## config.mk

```make
export PLATFORM = sky130hd
export DESIGN_NAME = axil_io_slave
export DESIGN_NICKNAME = d
export VERILOG_FILES = /design/src/rtl/axil_io_pkg.sv /design/src/rtl/axil_io_slave_io_sync.sv /design/src/rtl/axil_io_slave.sv
export SDC_FILE = /design/constraint.sdc
export NUM_CORES = 1
export LEC_CHECK = 0
export BUFFER_PORTS_ARGS = -buffer_cell sky130_fd_sc_hd__buf_4
export CELL_PAD_IN_SITES_DETAIL_PLACEMENT = 1
export CELL_PAD_IN_SITES_GLOBAL_PLACEMENT = 2
export CORE_ASPECT_RATIO = 1.25
export CORE_MARGIN = 2
export CORE_UTILIZATION = 34
export DETAILED_ROUTE_END_ITERATION = 6
export GPL_ROUTABILITY_DRIVEN = 0
export PLACE_DENSITY_LB_ADDON = 0.1
export RECOVER_POWER = 50
export REMOVE_ABC_BUFFERS = 1
export SKIP_LAST_GASP = 1
export SLEW_MARGIN = 30
export SYNTH_ARGS = -nofsm -noshare
export SYNTH_HDL_FRONTEND = slang
export SYNTH_SLANG_ARGS = --single-unit
```

## constraint.sdc

```tcl
create_clock -name CLK -period 4.1 [get_ports CLK]
set_clock_uncertainty 0.05 [all_clocks]
set_input_delay 0.41 -clock CLK [delete_from_list [all_inputs] [get_ports CLK]]
set_output_delay 0.41 -clock CLK [all_outputs]
set_load 0.01 [all_outputs]
```

## src/rtl/axil_io_pkg.sv

```systemverilog
// Shared definitions for the AXI4-Lite I/O responder: response codes,
// register indices (ADDR[3:2]), FSM state types, the latched write request
// payload and a byte-strobe merge helper.
package axil_io_pkg;

   localparam int unsigned ADDR_W = 4;
   localparam int unsigned DATA_W = 32;
   localparam int unsigned STRB_W = DATA_W / 8;

   localparam logic [1:0] RESP_OKAY   = 2'b00;
   localparam logic [1:0] RESP_SLVERR = 2'b10;

   localparam logic [1:0] REG_OUT     = 2'd0;
   localparam logic [1:0] REG_IN      = 2'd1;
   localparam logic [1:0] REG_TIMER   = 2'd2;
   localparam logic [1:0] REG_SCRATCH = 2'd3;

   typedef enum logic {W_IDLE, W_RESP} wstate_t;
   typedef enum logic {R_IDLE, R_DATA} rstate_t;

   // Write address and data beats, latched independently
   typedef struct packed {
      logic [ADDR_W-1:0] addr;
      logic [DATA_W-1:0] data;
      logic [STRB_W-1:0] strb;
   } wr_req_t;

   // Replace the strobed bytes of old_val with those of new_val
   function automatic logic [DATA_W-1:0] apply_strb(input logic [DATA_W-1:0] old_val,
                                                    input logic [DATA_W-1:0] new_val,
                                                    input logic [STRB_W-1:0] strb);
      logic [DATA_W-1:0] res;
      res = old_val;
      for (int i = 0; i < int'(STRB_W); i++) begin
         if (strb[i]) res[8*i +: 8] = new_val[8*i +: 8];
      end
      return res;
   endfunction

endpackage

```

## src/rtl/axil_io_slave_io_sync.sv

```systemverilog
// io_sync: multi-flop synchronizer for asynchronous GPIO inputs.
//  clk, rst  - clock, asynchronous active-high reset (chain clears to 0)
//  d         - asynchronous input bus (WIDTH bits)
//  q         - synchronized copy, STAGES cycles behind d
module io_sync #(
   parameter int unsigned WIDTH  = 8,
   parameter int unsigned STAGES = 2
) (
   input  logic             clk,
   input  logic             rst,
   input  logic [WIDTH-1:0] d,
   output logic [WIDTH-1:0] q
);

   logic [WIDTH-1:0] chain [STAGES];

   // Shift register of STAGES flops per bit
   always_ff @(posedge clk or posedge rst) begin
      if (rst) begin
         for (int i = 0; i < int'(STAGES); i++) chain[i] <= '0;
      end else begin
         chain[0] <= d;
         for (int i = 1; i < int'(STAGES); i++) chain[i] <= chain[i-1];
      end
   end

   assign q = chain[STAGES-1];

endmodule

```

## src/rtl/axil_io_slave.sv

```systemverilog
// axil_io_slave: AXI4-Lite responder for the core's 4-bit-address I/O port.
// Registers (ADDR[3:2]): 0 GPIO OUT (RW), 1 GPIO IN (RO), 2 TIMER, 3 SCRATCH (RW).
// Unaligned addresses answer SLVERR with no side effect.
// Optional feature macro AXIL_IO_TIMER_EN: free-running 32-bit TIMER at 0x8;
// without it 0x8 answers SLVERR on both read and write.
// Ports: CLK, RST (async active-high); AW/W/B and AR/R AXI4-Lite channels;
// GPIO_OUT (OUT register low bits), GPIO_IN (asynchronous inputs).
module axil_io_slave
   import axil_io_pkg::*;
#(
   parameter int unsigned GPIO_W      = 8,
   parameter int unsigned SYNC_STAGES = 2,
   parameter logic [31:0] SCRATCH_RST = 32'h0
) (
   input  logic              CLK,
   input  logic              RST,
   input  logic [3:0]        AWADDR,
   input  logic              AWVALID,
   output logic              AWREADY,
   input  logic [31:0]       WDATA,
   input  logic [3:0]        WSTRB,
   input  logic              WVALID,
   output logic              WREADY,
   output logic [1:0]        BRESP,
   output logic              BVALID,
   input  logic              BREADY,
   input  logic [3:0]        ARADDR,
   input  logic              ARVALID,
   output logic              ARREADY,
   output logic [31:0]       RDATA,
   output logic [1:0]        RRESP,
   output logic              RVALID,
   input  logic              RREADY,
   output logic [GPIO_W-1:0] GPIO_OUT,
   input  logic [GPIO_W-1:0] GPIO_IN
);

   // OUT is kept 32 bits wide with the unused upper bits forced to zero
   localparam logic [31:0] OUT_MASK = 32'((64'd1 << GPIO_W) - 64'd1);

   wstate_t w_state_q, w_state_d;
   rstate_t r_state_q, r_state_d;
   wr_req_t req_q, req_d;
   logic aw_got_q, aw_got_d, w_got_q, w_got_d;
   logic awready_q, awready_d, wready_q, wready_d, arready_q, arready_d;
   logic bvalid_q, bvalid_d, rvalid_q, rvalid_d;
   logic [1:0] bresp_q, bresp_d, rresp_q, rresp_d;
   logic [31:0] rdata_q, rdata_d;
   logic [31:0] out_q, scratch_q;
   logic [GPIO_W-1:0] gpio_sync;
   logic do_write_c, wr_ok_c;
   logic [1:0] wr_resp_c, rd_resp_c;
   logic [31:0] rd_data_c, timer_val_c;

   io_sync #(.WIDTH(GPIO_W), .STAGES(SYNC_STAGES)) u_sync (
      .clk (CLK),
      .rst (RST),
      .d   (GPIO_IN),
      .q   (gpio_sync)
   );

`ifdef AXIL_IO_TIMER_EN
   logic [31:0] timer_q;
   // Free-running counter; a write replaces the increment for that cycle
   always_ff @(posedge CLK or posedge RST) begin
      if (RST) timer_q <= '0;
      else if (do_write_c && wr_ok_c && req_q.addr[3:2] == REG_TIMER)
         timer_q <= apply_strb(timer_q, req_q.data, req_q.strb);
      else timer_q <= timer_q + 32'd1;
   end
   assign timer_val_c = timer_q;
`else
   assign timer_val_c = '0;
`endif

   // Write decode: unaligned or missing TIMER -> SLVERR
   always_comb begin
      wr_ok_c = (req_q.addr[1:0] == 2'b00);
`ifndef AXIL_IO_TIMER_EN
      if (req_q.addr[3:2] == REG_TIMER) wr_ok_c = 1'b0;
`endif
      wr_resp_c = wr_ok_c ? RESP_OKAY : RESP_SLVERR;
   end

   // Read decode
   always_comb begin
      rd_data_c = '0;
      rd_resp_c = RESP_OKAY;
      if (ARADDR[1:0] != 2'b00) begin
         rd_resp_c = RESP_SLVERR;
      end else begin
         case (ARADDR[3:2])
            REG_OUT:     rd_data_c = out_q;
            REG_IN:      rd_data_c = 32'(gpio_sync);
`ifdef AXIL_IO_TIMER_EN
            REG_TIMER:   rd_data_c = timer_val_c;
`else
            REG_TIMER:   rd_resp_c = RESP_SLVERR;
`endif
            REG_SCRATCH: rd_data_c = scratch_q;
            default:     rd_data_c = '0;
         endcase
      end
   end

   // Write FSM: collect AW and W in any order, commit, then hold B until taken
   always_comb begin
      w_state_d  = w_state_q;
      req_d      = req_q;
      aw_got_d   = aw_got_q;
      w_got_d    = w_got_q;
      bvalid_d   = bvalid_q;
      bresp_d    = bresp_q;
      do_write_c = 1'b0;
      case (w_state_q)
         W_IDLE: begin
            if (aw_got_q && w_got_q) begin
               do_write_c = 1'b1;
               bresp_d    = wr_resp_c;
               bvalid_d   = 1'b1;
               aw_got_d   = 1'b0;
               w_got_d    = 1'b0;
               w_state_d  = W_RESP;
            end else begin
               if (AWVALID && awready_q) begin
                  aw_got_d   = 1'b1;
                  req_d.addr = AWADDR;
               end
               if (WVALID && wready_q) begin
                  w_got_d    = 1'b1;
                  req_d.data = WDATA;
                  req_d.strb = WSTRB;
               end
            end
         end
         W_RESP: begin
            if (BREADY) begin
               bvalid_d  = 1'b0;
               w_state_d = W_IDLE;
            end
         end
         default: w_state_d = W_IDLE;
      endcase
      awready_d = (w_state_d == W_IDLE) && !aw_got_d && !bvalid_d;
      wready_d  = (w_state_d == W_IDLE) && !w_got_d && !bvalid_d;
   end

   // Read FSM: data registered on the AR handshake, held until taken
   always_comb begin
      r_state_d = r_state_q;
      rvalid_d  = rvalid_q;
      rdata_d   = rdata_q;
      rresp_d   = rresp_q;
      case (r_state_q)
         R_IDLE: begin
            if (ARVALID && arready_q) begin
               rdata_d   = rd_data_c;
               rresp_d   = rd_resp_c;
               rvalid_d  = 1'b1;
               r_state_d = R_DATA;
            end
         end
         R_DATA: begin
            if (RREADY) begin
               rvalid_d  = 1'b0;
               r_state_d = R_IDLE;
            end
         end
         default: r_state_d = R_IDLE;
      endcase
      arready_d = !rvalid_d;
   end

   // Channel state and registered handshake outputs
   always_ff @(posedge CLK or posedge RST) begin
      if (RST) begin
         w_state_q <= W_IDLE;
         r_state_q <= R_IDLE;
         req_q     <= '0;
         aw_got_q  <= 1'b0;
         w_got_q   <= 1'b0;
         awready_q <= 1'b0;
         wready_q  <= 1'b0;
         arready_q <= 1'b0;
         bvalid_q  <= 1'b0;
         bresp_q   <= RESP_OKAY;
         rvalid_q  <= 1'b0;
         rresp_q   <= RESP_OKAY;
         rdata_q   <= '0;
      end else begin
         w_state_q <= w_state_d;
         r_state_q <= r_state_d;
         req_q     <= req_d;
         aw_got_q  <= aw_got_d;
         w_got_q   <= w_got_d;
         awready_q <= awready_d;
         wready_q  <= wready_d;
         arready_q <= arready_d;
         bvalid_q  <= bvalid_d;
         bresp_q   <= bresp_d;
         rvalid_q  <= rvalid_d;
         rresp_q   <= rresp_d;
         rdata_q   <= rdata_d;
      end
   end

   // OUT and SCRATCH register file
   always_ff @(posedge CLK or posedge RST) begin
      if (RST) begin
         out_q     <= '0;
         scratch_q <= SCRATCH_RST;
      end else if (do_write_c && wr_ok_c) begin
         case (req_q.addr[3:2])
            REG_OUT:     out_q     <= apply_strb(out_q, req_q.data, req_q.strb) & OUT_MASK;
            REG_SCRATCH: scratch_q <= apply_strb(scratch_q, req_q.data, req_q.strb);
            default:     ;
         endcase
      end
   end

   assign AWREADY  = awready_q;
   assign WREADY   = wready_q;
   assign BVALID   = bvalid_q;
   assign BRESP    = bresp_q;
   assign ARREADY  = arready_q;
   assign RVALID   = rvalid_q;
   assign RRESP    = rresp_q;
   assign RDATA    = rdata_q;
   assign GPIO_OUT = out_q[GPIO_W-1:0];

endmodule

```

* Word level (Yosys, flattened, before mapping)
Cells that the tools add are included.
Operators by class: add/sub/neg operators 0, multipliers 0, divide/modulo/power cells 0, magnitude comparators 0, eq/ne operators 5, shifts and indexed selects 0, mux-type cells 25, bitwise logic cells 4, reduce and logical (&&, ||, !) cells 26
Operators by type and width (number):
- $pmux 32 s3 | 1
- $mux 32 | 1
- $reduce_and 3->1 | 7
- $mux 1 | 16
- $logic_and 1x1->1 | 9
- $eq 2x2->1 const B | 4
- $pmux 1 s2 | 4
- $logic_not 2->1 | 3
- $mux 2 | 3
- $logic_not 1->1 | 4
- $not 1->1 | 4
- $reduce_and 2->1 | 2
- $eq 2x1->1 const B | 1
- $reduce_bool 2->1 | 1
Word-level totals: register bits 141, bits in latches 0, bits in writable memories 0, ROM bits 0, bits of input ports 59, output and inout bits 49, word-level logic and storage cells 82, memories kept 0

* Depth between registers and ports, before layout
Gate-level depths: netlist of run 1.
depth in word-level cells 7, gate-level depth with buffers 6, gate-level depth less buffers 3

* Modules after synthesis
Synthesis of run 1 repeated with hierarchy kept, for this count alone.
Second synthesis, totals: cell total of the unflattened synthesis 350, area total of the unflattened synthesis 5327.6 um^2
Modules (own cells, without submodules):
- axil_io_slave | instances 1, cells each 325, area each 4863.4 um^2, sequential area each 3078.0 um^2
- io_sync | instances 1, cells each 25, area each 464.2 um^2, sequential area each 400.4 um^2

* Worst setup path after synthesis of run 1
OpenSTA, ideal clock, no wires.
path type input-to-reg, start point input port ARADDR[3], end point register rdata_q[10] (netlist: RDATA[10]), library setup time 0.064 ns, arrival 1.423 ns, required time 3.986 ns, setup slack 2.563 ns, stages 6, path buffers 3, cells stage by stage buf_4 > and2_4 > buf_6 > nor4b_4 > buf_6 > a22o_2
Between the ends: longest elaborated chain between the ends 3, elaborated cells on any way between the ends 5, classes of those cells eq/ne: 2; mux: 2; reduce/logical: 1
Ends and longest elaborated chain:
- start, declared | RTL line axil_io_slave.sv:27 | input logic [3:0] ARADDR,
- $eq 2x2->1, or another cell as far along | RTL line axil_io_slave.sv:92 | case (ARADDR[3:2])
- $pmux 32 s3 * | RTL line axil_io_slave.sv:92
- $mux 32 * | RTL line axil_io_slave.sv:89 | if (ARADDR[1:0] != 2'b00) begin
- end signal, assigned | RTL line axil_io_slave.sv:203 | rdata_q <= rdata_d;
- end, declared | RTL line axil_io_slave.sv:48 | logic [31:0] rdata_q, rdata_d;
Mark *: on every way between the ends. The rest lies on a longest branch, timed or not. A chain may end at the register's enable or synchronous reset.

==> impl_metrics.env, run 1 <==
export IMPL_max_freq_mhz=436.6
export IMPL_grt_max_degree=77
export IMPL_area_growth_syn_to_layout_pct=28.75
export IMPL_wl_met2_mm=5.726
export IMPL_regToRegStartpoint="r_state_q$_DFF_PP0_"
export IMPL_worstPathMaxFanout=76
export IMPL_critPathArrivalTime_ns=2.42
export IMPL_worstReg2RegEnd="RDATA[6]$_DFFE_PP0P_"
export IMPL_wirelength_met1_mm=4.853
export IMPL_vias_per_cell=4.750
export IMPL_met3WireLength_um=609
export IMPL_endpoint_kind="asynchronous set/reset pin"
export IMPL_finalMaxSlewViolations=67
export IMPL_cts_resized_gates=0
export IMPL_routed_wl_mm=11.42
export IMPL_grt_pass1_vias=3393
export IMPL_crit_type="in2async"
export IMPL_cp_required_ns=4.23
export IMPL_hold_violations=0
export IMPL_crit_end="scratch_q[3]$_DFFE_PP0P_"
export IMPL_leakagePower_nw=3.330
export IMPL_track_usage=0.1496
export IMPL_io_pins=108
export IMPL_setup_viol=0
export IMPL_routedWlPerCell_um=17.11
export IMPL_synth_xor_area_share=0
export IMPL_vias=3168
export IMPL_power_density_mw_per_mm2=662.8
export IMPL_clkSlewWorstSetupHoldPaths_ns=0.05
export IMPL_cts_repair_timing_setup_buffer_count=0
export IMPL_netlist_area_mm2=0.005291
export IMPL_critPathLaunch="RST"
export IMPL_place_inst=636
export IMPL_yosys_area_share_simple=0.04422
export IMPL_h_tree_depth=4
export IMPL_cts_made_buffers=17
export IMPL_synth_edff_count=0
export IMPL_highest_layer="met4"
export IMPL_synth_cell_types=34
export IMPL_netlist_area_leader_share=0.6574
export IMPL_r2r_slack_ns=2.01
export IMPL_rows=51
export IMPL_fin_crit_ns=2.291
export IMPL_tightest_slew_ns=1.777
export IMPL_antenna_diode_count=0
export IMPL_start_util=0.3441
export IMPL_synth_adder_area_share=0
export IMPL_cts_sink_count=139
export IMPL_seq_area_frac_synth=0.6574
export IMPL_syn_area_per_cell_um2=15.99
export IMPL_grt_pass1_wl_mm=18.41
export IMPL_die_area_mm2=0.01658
export IMPL_status="finished with violations"
export IMPL_core_area_mm2=0.01538
export IMPL_relSlewSlack=-0.1844
export IMPL_antenna_found_initial=0
export IMPL_worst_r2r_path_depth=3
export IMPL_drc=0
export IMPL_postLayoutCellArea_mm2=0.006813
export IMPL_ys_warnings_count=0
export IMPL_crit_path_start_kind="input pin"
export IMPL_p_total_w=0.004515
export IMPL_cts_root_buffer="clkbuf_16"
export IMPL_rsz0062_at_grt="false"
export IMPL_violations="max-capacitance violations, max-slew violations"
export IMPL_post_route_period_util=0.5587
export IMPL_layout_common_cells="139 x dfrtp_1, 97 x buf_4, 80 x mux2_2"
export IMPL_hp_class="in2async"
export IMPL_drt_iter0_markers=131
export IMPL_synth_area_leaders="dfrtp_1 66%, mux2_2 17%, a22o_2 3.8%"
export IMPL_drive_gt1_frac=0.5363
export IMPL_synth_ff_type="dfrtp_1"
export IMPL_final_common_cell="dfrtp_1"
export IMPL_cts_tree="yes"
export IMPL_synth_top_area_cell="dfrtp_1"
export IMPL_drv_cap=2
export IMPL_clkLatencyLatePin_ns=0.40
export IMPL_synth_compound_area_share=0.08773
export IMPL_fin_nets=502
export IMPL_clock_path_buffers=2
export IMPL_drt_pass1_iterations=4
export IMPL_chipWidth_um=115.6
export IMPL_overflow=0
export IMPL_syn_inst=331
export IMPL_fin_cells=667
export IMPL_place_area_mm2=0.006272
export IMPL_ys_ff_latch=139
export IMPL_cts_hold_buffers=0
export IMPL_synth_top_family_by_area="multiplexers"
export IMPL_portBuffers=105
export IMPL_synth_area_mux_share=0.1854
export IMPL_dp_hpwl_mm=7.505
export IMPL_vdd_drop_max_uv=299.8
export IMPL_async_reset_ff_frac=1.000
export IMPL_ant_nets=0
export IMPL_die_height_um=143.5
[worst min-delay path by stage]
stage                                     startpoint                         end  cells after the start
after floorplan            u_sync.chain[8]$_DFF_PP0_       u_sync.q[0]$_DFF_PP0_                      0
after global placement    u_sync.chain[11]$_DFF_PP0_       u_sync.q[3]$_DFF_PP0_                      0
after detailed placement   u_sync.chain[8]$_DFF_PP0_       u_sync.q[0]$_DFF_PP0_                      0
after CTS                                 GPIO_IN[6]  u_sync.chain[14]$_DFF_PP0_                      1
after global routing                      GPIO_IN[6]  u_sync.chain[14]$_DFF_PP0_                      1
final                                            RST  u_sync.chain[13]$_DFF_PP0_                      2
[layer usage]
metal / vias up / track usage
li1: 1428 / -
met1: 1644 / 0.1779
met2: 81 / 0.2484
met3: 15 / 0.04555
met4: 0 / 0.06658
met5: - / 0
[critical path: stages]
cell      delay (ns)
clkbuf_1        0.11
inv_6           0.49
clkbuf_1        1.34
[synth_stat cells, types with 2 or more instances]
cell / count
buf_6: 4
and3b_1: 2
mux2i_1: 8
a22o_2: 20
inv_1: 5
nand2_1: 6
dfrtp_1: 139
nor2_1: 6
clkbuf_1: 2
buf_2: 4
nand4_2: 4
a22o_1: 12
a31oi_1: 3
buf_4: 4
and3_1: 4
o2bb2ai_1: 8
mux2_2: 80
o21a_1: 2
a21oi_1: 3
[stage by stage]
stage | setup WS (ns) | utilization | hold WS [ns] | TNS (ns)
2_1_floorplan | -0.08452 | - | 0.2812 | -11.75
3_3_place_gp | 1.764 | 0.4074 | 0.2827 | 0
3_5_place_dp | 1.939 | 0.4079 | 0.2885 | 0
4_1_cts | 1.960 | 0.4440 | 0.03528 | 0
5_1_grt | 1.283 | 0.4430 | 0.05266 | 0
6_report | 1.809 | 0.4430 | 0.06592 | 0
[logic make-up (layout without fill, tap and decap cells)]
group                  after synthesis  after routing
AO/OA/AOI/OAI                       51             51
AND/OR/NAND/NOR                     31             31
other                                1              2
flip-flops                         139            139
buffers and inverters               21            144
multiplexers                        88             88
[power breakdown]
group | internal [W] | switching, W
registers | 0.00184 | 0.000279
logic | 0.000564 | 0.000411
clock network | 0.000888 | 0.000535
total | 0.00329 | 0.00122
[flip-flops by register name, summed over array words and instances (netlist names)]
signal and cells:
scratch_q 32, ARREADY 1, RRESP 1, BVALID 1
BRESP 1, w_got_q 1, AWREADY 1, aw_got_q 1
u_sync.chain 8, r_state_q 1, RDATA 32, u_sync.q 8
WREADY 1, out_q 8, RVALID 1, w_state_q 1
req_q 40
[area by class of cell]
| cell class | instances | area, um2 |
|---|---|---|
| Fill cell | 1538 | 8566 |
| Timing Repair Buffer | 108 | 795.8 |
| Multi-Input combinational cell | 172 | 1694 |
| Tap cell | 212 | 265.3 |
| Inverter | 5 | 23.77 |
| Clock buffer | 23 | 488.0 |
| Sequential cell | 139 | 3478 |
| Clock inverter | 8 | 67.56 |
Note: power is estimated with default switching activity, not from simulation.
==> run 2: changes to the inputs <==
--- a/config.mk
+++ b/config.mk
@@ -10,7 +10,7 @@
 export CELL_PAD_IN_SITES_GLOBAL_PLACEMENT = 2
 export CORE_ASPECT_RATIO = 1.25
 export CORE_MARGIN = 2
-export CORE_UTILIZATION = 34
+export CORE_UTILIZATION = 38
 export DETAILED_ROUTE_END_ITERATION = 6
 export GPL_ROUTABILITY_DRIVEN = 0
 export PLACE_DENSITY_LB_ADDON = 0.1
==> constraint.sdc (replaced) <==
create_clock -name CLK -period 2.3 [get_ports CLK]
set_clock_uncertainty 0.05 [all_clocks]
set_input_delay 0.23 -clock CLK [delete_from_list [all_inputs] [get_ports CLK]]
set_output_delay 0.23 -clock CLK [all_outputs]
set_load 0.01 [all_outputs]
==> impl_metrics.env, run 2 (same netlist as run 1, synthesis figures left out) <==
export IMPL_vdd_drop_max_uv=475.4
export IMPL_relSlewSlack=0.3719
export IMPL_postLayoutCellArea_mm2=0.007257
export IMPL_max_freq_mhz=532.1
export IMPL_worstPathMaxFanout=8
export IMPL_rows=48
export IMPL_cts_hold_buffers=31
export IMPL_leakagePower_nw=3.542
export IMPL_cts_root_buffer="clkbuf_16"
export IMPL_sw_frac_of_total=0.2629
export IMPL_overflow=0
export IMPL_status="completed"
export IMPL_cts_made_buffers=17
export IMPL_rsz0062_at_grt="false"
export IMPL_cp_slowest_cell="and4b_1"
export IMPL_grt_pass1_wl_mm=19.01
export IMPL_post_route_period_util=0.8170
export IMPL_routed_wl_mm=11.63
export IMPL_crit_chain="and3b_1, and4b_1, mux2_2"
export IMPL_top_register="req_q"
export IMPL_cp_buffers_inverters=0
export IMPL_grt_max_degree=54
export IMPL_dp_hpwl_mm=7.801
export IMPL_drc=0
export IMPL_clkSlewWorstSetupHoldPaths_ns=0.06
export IMPL_routedWlPerCell_um=17.46
export IMPL_core_area_mm2=0.01369
export IMPL_drive_gt1_frac=0.5092
export IMPL_hold_worst_slack_ns=0.01360
export IMPL_clock_path_buffers=2
export IMPL_finalMaxSlewViolations=0
export IMPL_hold_violations=0
export IMPL_antenna_found_initial=0
export IMPL_slowest_delay_ns=0.55
export IMPL_crit_path_start_kind="flip-flop"
export IMPL_die_height_um=135.9
export IMPL_place_area_mm2=0.006279
export IMPL_cts_sink_count=139
export IMPL_power_density_mw_per_mm2=1200
export IMPL_comb_power_share=0.209
export IMPL_io_pins=108
export IMPL_regArea_mm2=0.003478
export IMPL_n_fill_cell=1342
export IMPL_fin_crit_ns=1.879
export IMPL_layout_common_cells="139 x dfrtp_1, 97 x buf_4, 80 x mux2_2"
export IMPL_cts_repair_timing_setup_buffer_count=0
export IMPL_tightest_slew_ns=0.9401
export IMPL_worst_path_stages=3
export IMPL_die_area_mm2=0.01489
export IMPL_vias=3290
export IMPL_fin_nets=537
export IMPL_antenna_diode_count=0
export IMPL_cts_resized_gates=0
export IMPL_p_int_w=0.006418
export IMPL_chipWidth_um=109.5
export IMPL_worst_r2r_path_depth=3
export IMPL_final_util=0.5300
export IMPL_hp_class="in2reg"
export IMPL_final_common_cell="dfrtp_1"
export IMPL_clkLatencyLatePin_ns=0.40
export IMPL_cp_required_ns=2.54
export IMPL_start_util=0.3864
export IMPL_clkPwrFrac=0.358
export IMPL_vias_per_cell=4.940
export IMPL_drv_cap=0
export IMPL_h_tree_depth=4
export IMPL_multiInputGateArea_mm2=0.001687
export IMPL_seqPwrFrac=0.434
export IMPL_largest_reg_flops=40
export IMPL_crit_type="reg2reg"
export IMPL_whs_path_depth=2
export IMPL_portBuffers=105
export IMPL_power_switching_w=0.002289
export IMPL_area_growth_syn_to_layout_pct=37.15
export IMPL_grt_pass1_vias=3586
export IMPL_drt_iter0_markers=114
export IMPL_critPathArrivalTime_ns=2.11
export IMPL_cts_tree="yes"
export IMPL_track_usage=0.1711
export IMPL_endpoint_kind="flip-flop"
export IMPL_ant_nets=0
export IMPL_crit_family="simple AND/OR/NAND/NOR gates"
export IMPL_setup_viol=0
export IMPL_drt_pass1_iterations=4
run 2: cell count changes in the layout (fill, tap and decap cells not counted), moves of 3 or more:
cell	delta
dlygate4sd3_1	+32
bufinv_16	+5
clkinv_2	-5
clkinv_4	+5
clkbuf_8	-3
run 2: path summary, 6_finish.rpt:
path                                       startpoint                   endpoint  slack (ns)
max                               w_state_q$_DFF_PP0_       out_q[3]$_DFFE_PP0P_        0.42
min                                         WDATA[25]      req_q[29]$_DFFE_PP0P_        0.01
max reg2reg                       w_state_q$_DFF_PP0_       out_q[3]$_DFFE_PP0P_        0.42
min reg2reg                u_sync.chain[14]$_DFF_PP0_      u_sync.q[6]$_DFF_PP0_        0.30
max in group asynchronous                         RST  scratch_q[22]$_DFFE_PP0P_        0.49
min in group asynchronous                         RST       RDATA[5]$_DFFE_PP0P_        0.54
run 2: through the flow:
stage / power, W / setup slack [ns] / setup TNS [ns] / cells
after floorplan: 0.004869 / -1.705 / -236.93 / 316
after global placement: 0.005547 / 0.4291 / 0 / 602
after detailed placement: 0.005651 / 0.4175 / 0 / 602
after CTS: 0.008835 / 0.4019 / 0 / 665
after global routing: 0.009190 / 0.2203 / 0 / 666
final: 0.008708 / 0.4208 / 0 / 666
run 2: final cells by class:
| type | instances | share of cell area |
|---|---|---|
| clock buffers | 19 | 0.06103 |
| clock inverters | 13 | 0.03310 |
| inverters | 5 | 0.003103 |
| multi-input cells | 172 | 0.2324 |
| flip-flops and latches | 139 | 0.4793 |
| well taps | 175 | 0.03017 |
| repair buffers | 143 | 0.1609 |
run 2: power groups by stage:
stage / Clock (W) / Combinational, W / Sequential, W
finish: 0.00312 / 0.00182 / 0.00378
global route: 0.00329 / 0.00201 / 0.00390
CTS: 0.00318 / 0.00187 / 0.00378
detailed placement: 0 / 0.00183 / 0.00382
global placement: 0 / 0.00176 / 0.00379
floorplan: 0 / 0.00113 / 0.00374
run 2: per-layer routing:
| layer | part of all wire | global-route usage |
|---|---|---|
| met1 | 0.43 | 0.2177 |
| met2 | 0.52 | 0.2836 |
| met3 | 0.043 | 0.04219 |
| met4 | 0.0075 | 0.05907 |
| met5 | 0 | 0 |
==> run 3: changes to the inputs <==
--- a/config.mk
+++ b/config.mk
@@ -5,12 +5,13 @@
 export SDC_FILE = /design/constraint.sdc
 export NUM_CORES = 1
 export LEC_CHECK = 0
+export ABC_AREA = 1
 export BUFFER_PORTS_ARGS = -buffer_cell sky130_fd_sc_hd__buf_4
 export CELL_PAD_IN_SITES_DETAIL_PLACEMENT = 1
 export CELL_PAD_IN_SITES_GLOBAL_PLACEMENT = 2
 export CORE_ASPECT_RATIO = 1.25
 export CORE_MARGIN = 2
-export CORE_UTILIZATION = 38
+export CORE_UTILIZATION = 33
 export DETAILED_ROUTE_END_ITERATION = 6
 export GPL_ROUTABILITY_DRIVEN = 0
 export PLACE_DENSITY_LB_ADDON = 0.1
==> constraint.sdc (replaced) <==
create_clock -name CLK -period 1.84 [get_ports CLK]
set_clock_uncertainty 0.05 [all_clocks]
set_input_delay 0.184 -clock CLK [delete_from_list [all_inputs] [get_ports CLK]]
set_output_delay 0.184 -clock CLK [all_outputs]
set_load 0.01 [all_outputs]
==> impl_metrics.env, run 3 <==
export IMPL_status="completed"
export IMPL_antenna_found_initial=0
export IMPL_fin_setup_tns_ns=0
export IMPL_io_pins=108
export IMPL_slowest_delay_ns=0.42
export IMPL_cts_resized_gates=0
export IMPL_dp_hpwl_mm=10.15
export IMPL_syn_area_per_cell_um2=9.250
export IMPL_synth_most_common_cell="nand2_1"
export IMPL_cp_buffers_inverters=2
export IMPL_netlist_area_mm2=0.005439
export IMPL_grt_max_degree=52
export IMPL_drv_cap=0
export IMPL_drc=0
export IMPL_drive_gt1_frac=0.1901
export IMPL_rows=52
export IMPL_routed_wl_mm=14.84
export IMPL_critPathLaunch="w_state_q$_DFF_PP0_"
export IMPL_ant_nets=0
export IMPL_fin_nets=815
export IMPL_netlist_top_cells_count="250 x nand2_1, 139 x dfrtp_1, 70 x nand3_1, 26 x o21ai_0, 23 x nor2_1"
export IMPL_largest_reg_flops=40
export IMPL_crit_path_start_kind="flip-flop"
export IMPL_cts_sink_count=139
export IMPL_cts_repair_timing_setup_buffer_count=0
export IMPL_top_register="req_q"
export IMPL_vdd_drop_max_uv=650.8
export IMPL_synth_cell_types=25
export IMPL_h_tree_depth=4
export IMPL_crit_family="simple AND/OR/NAND/NOR gates"
export IMPL_ys_ff_latch=139
export IMPL_clkLatencyLatePin_ns=0.41
export IMPL_clkSlewWorstSetupHoldPaths_ns=0.06
export IMPL_grt_pass1_vias=5031
export IMPL_met3WireLength_um=497
export IMPL_async_reset_ff_frac=1.000
export IMPL_vias=4548
export IMPL_cts_root_buffer="clkbuf_16"
export IMPL_netlist_area_leader_share=0.6395
export IMPL_rsz0062_at_grt="false"
export IMPL_max_freq_mhz=614.3
export IMPL_finalMaxSlewViolations=0
export IMPL_tightest_slew_ns=1.139
export IMPL_endpoint_kind="flip-flop"
export IMPL_worstPathMaxFanout=19
export IMPL_chipWidth_um=118.8
export IMPL_syn_inst=588
export IMPL_start_util=0.3371
export IMPL_portBuffers=105
export IMPL_hp_class="in2reg"
export IMPL_track_usage=0.1816
export IMPL_clock_path_buffers=2
export IMPL_synth_area_leaders="dfrtp_1 64%, nand2_1 17%, nand3_1 6.4%"
export IMPL_regToRegStartpoint="w_state_q$_DFF_PP0_"
export IMPL_cts_tree="yes"
export IMPL_die_height_um=147.5
export IMPL_vias_per_cell=4.622
export IMPL_r2r_slack_ns=0.21
export IMPL_synth_edff_count=0
export IMPL_cts_made_buffers=17
export IMPL_post_route_period_util=0.8847
export IMPL_synth_top_area_cell="dfrtp_1"
export IMPL_die_area_mm2=0.01753
export IMPL_setup_viol=0
export IMPL_synth_ff_type="dfrtp_1"
export IMPL_wirelength_met1_mm=6.597
export IMPL_layout_common_cells="250 x nand2_1, 139 x dfrtp_1, 89 x buf_4"
export IMPL_area_growth_syn_to_layout_pct=38.76
export IMPL_routedWlPerCell_um=15.08
export IMPL_antenna_diode_count=0
export IMPL_critPathArrivalTime_ns=1.87
export IMPL_hold_worst_slack_ns=0.01500
export IMPL_overflow=0
export IMPL_power_density_mw_per_mm2=1389
export IMPL_hold_path_startpoint="WSTRB[1]"
export IMPL_seq_area_frac_synth=0.6395
export IMPL_ys_warnings_count=0
export IMPL_grt_pass1_wl_mm=25.01
export IMPL_crit_type="reg2reg"
export IMPL_highest_layer="met4"
export IMPL_fin_crit_ns=1.628
export IMPL_leakagePower_nw=3.841
export IMPL_cp_required_ns=2.08
export IMPL_final_common_cell="nand2_1"
export IMPL_wl_met2_mm=7.551
export IMPL_drt_iter0_markers=135
export IMPL_hold_violations=0
export IMPL_relSlewSlack=0.2389
export IMPL_crit_chain="inv_1, nand3_4, nor2_8, buf_12, nand2_4, nand2_1, o21ai_1"
export IMPL_core_area_mm2=0.01614
export IMPL_drt_pass1_iterations=6
export IMPL_cp_slowest_cell="dfrtp_1"
export IMPL_n_fill_cell=1958
## run 3: worst min-delay path, cell delays in order
cell     delay [ns]
buf_4          0.09
nor2_1         0.04
a21oi_1        0.11
## run 3: layout make-up
type                    instances  area [um2]  area share
clock buffers                  20       456.7     0.06051
clock inverters                11       168.9     0.02238
inverters                      18       71.32    0.009450
multi-input cells             408        1773      0.2349
flip-flops and latches        139        3478      0.4609
well taps                     216       270.3     0.03581
repair buffers                172        1329      0.1761
## run 3: logic make-up after synthesis
logic type / count (synthesis) / synth area share
other cells: 1 / 0.0006895
compound gates: 39 / 0.03612
simple gates: 367 / 0.2894
buf+inv: 42 / 0.03427
flops: 139 / 0.6395
## run 3: power breakdown
group	internal (W)	total, W	switching, W
logic	0.000890	0.00237	0.00148
clock network	0.00233	0.00361	0.00128
registers	0.00392	0.00450	0.000579
## run 3: what timing repair did
action | in CTS | in global routing
endpoints found under the setup margin | 0 | 0
hold buffers | 46 | 1
hold endpoints to repair | 92 | 1
## run 3: per-layer routing
layer  GRT usage  vias to the layer above
met5           0                        -
met4     0.05476                        0
met3     0.04398                       15
met2      0.3198                       79
met1      0.2199                     2241
li1            -                     2213
## run 3: worst paths after layout
kind,end,cells past startpoint
setup / recovery,scratch_q[15]$_DFFE_PP0P_,7
min in group asynchronous,RDATA[14]$_DFFE_PP0P_,3
setup reg to reg,scratch_q[15]$_DFFE_PP0P_,7
max in group asynchronous,scratch_q[1]$_DFFE_PP0P_,4
hold reg to reg,u_sync.q[2]$_DFF_PP0_,0
hold / removal,req_q[1]$_DFFE_PP0P_,3
## run 3: metrics by stage
stage	std cells	power, W	setup slack, ns	instance area (um2)	utilization
floorplan	565	0.005810	-2.119	5324	-
global placement	906	0.006866	0.3290	6563	0.4067
detailed placement	906	0.006978	0.2545	6563	0.4067
CTS	983	0.01074	0.2421	7649	0.4740
global route	984	0.01121	0.08684	7547	0.4677
finish	984	0.01048	0.2122	7547	0.4677
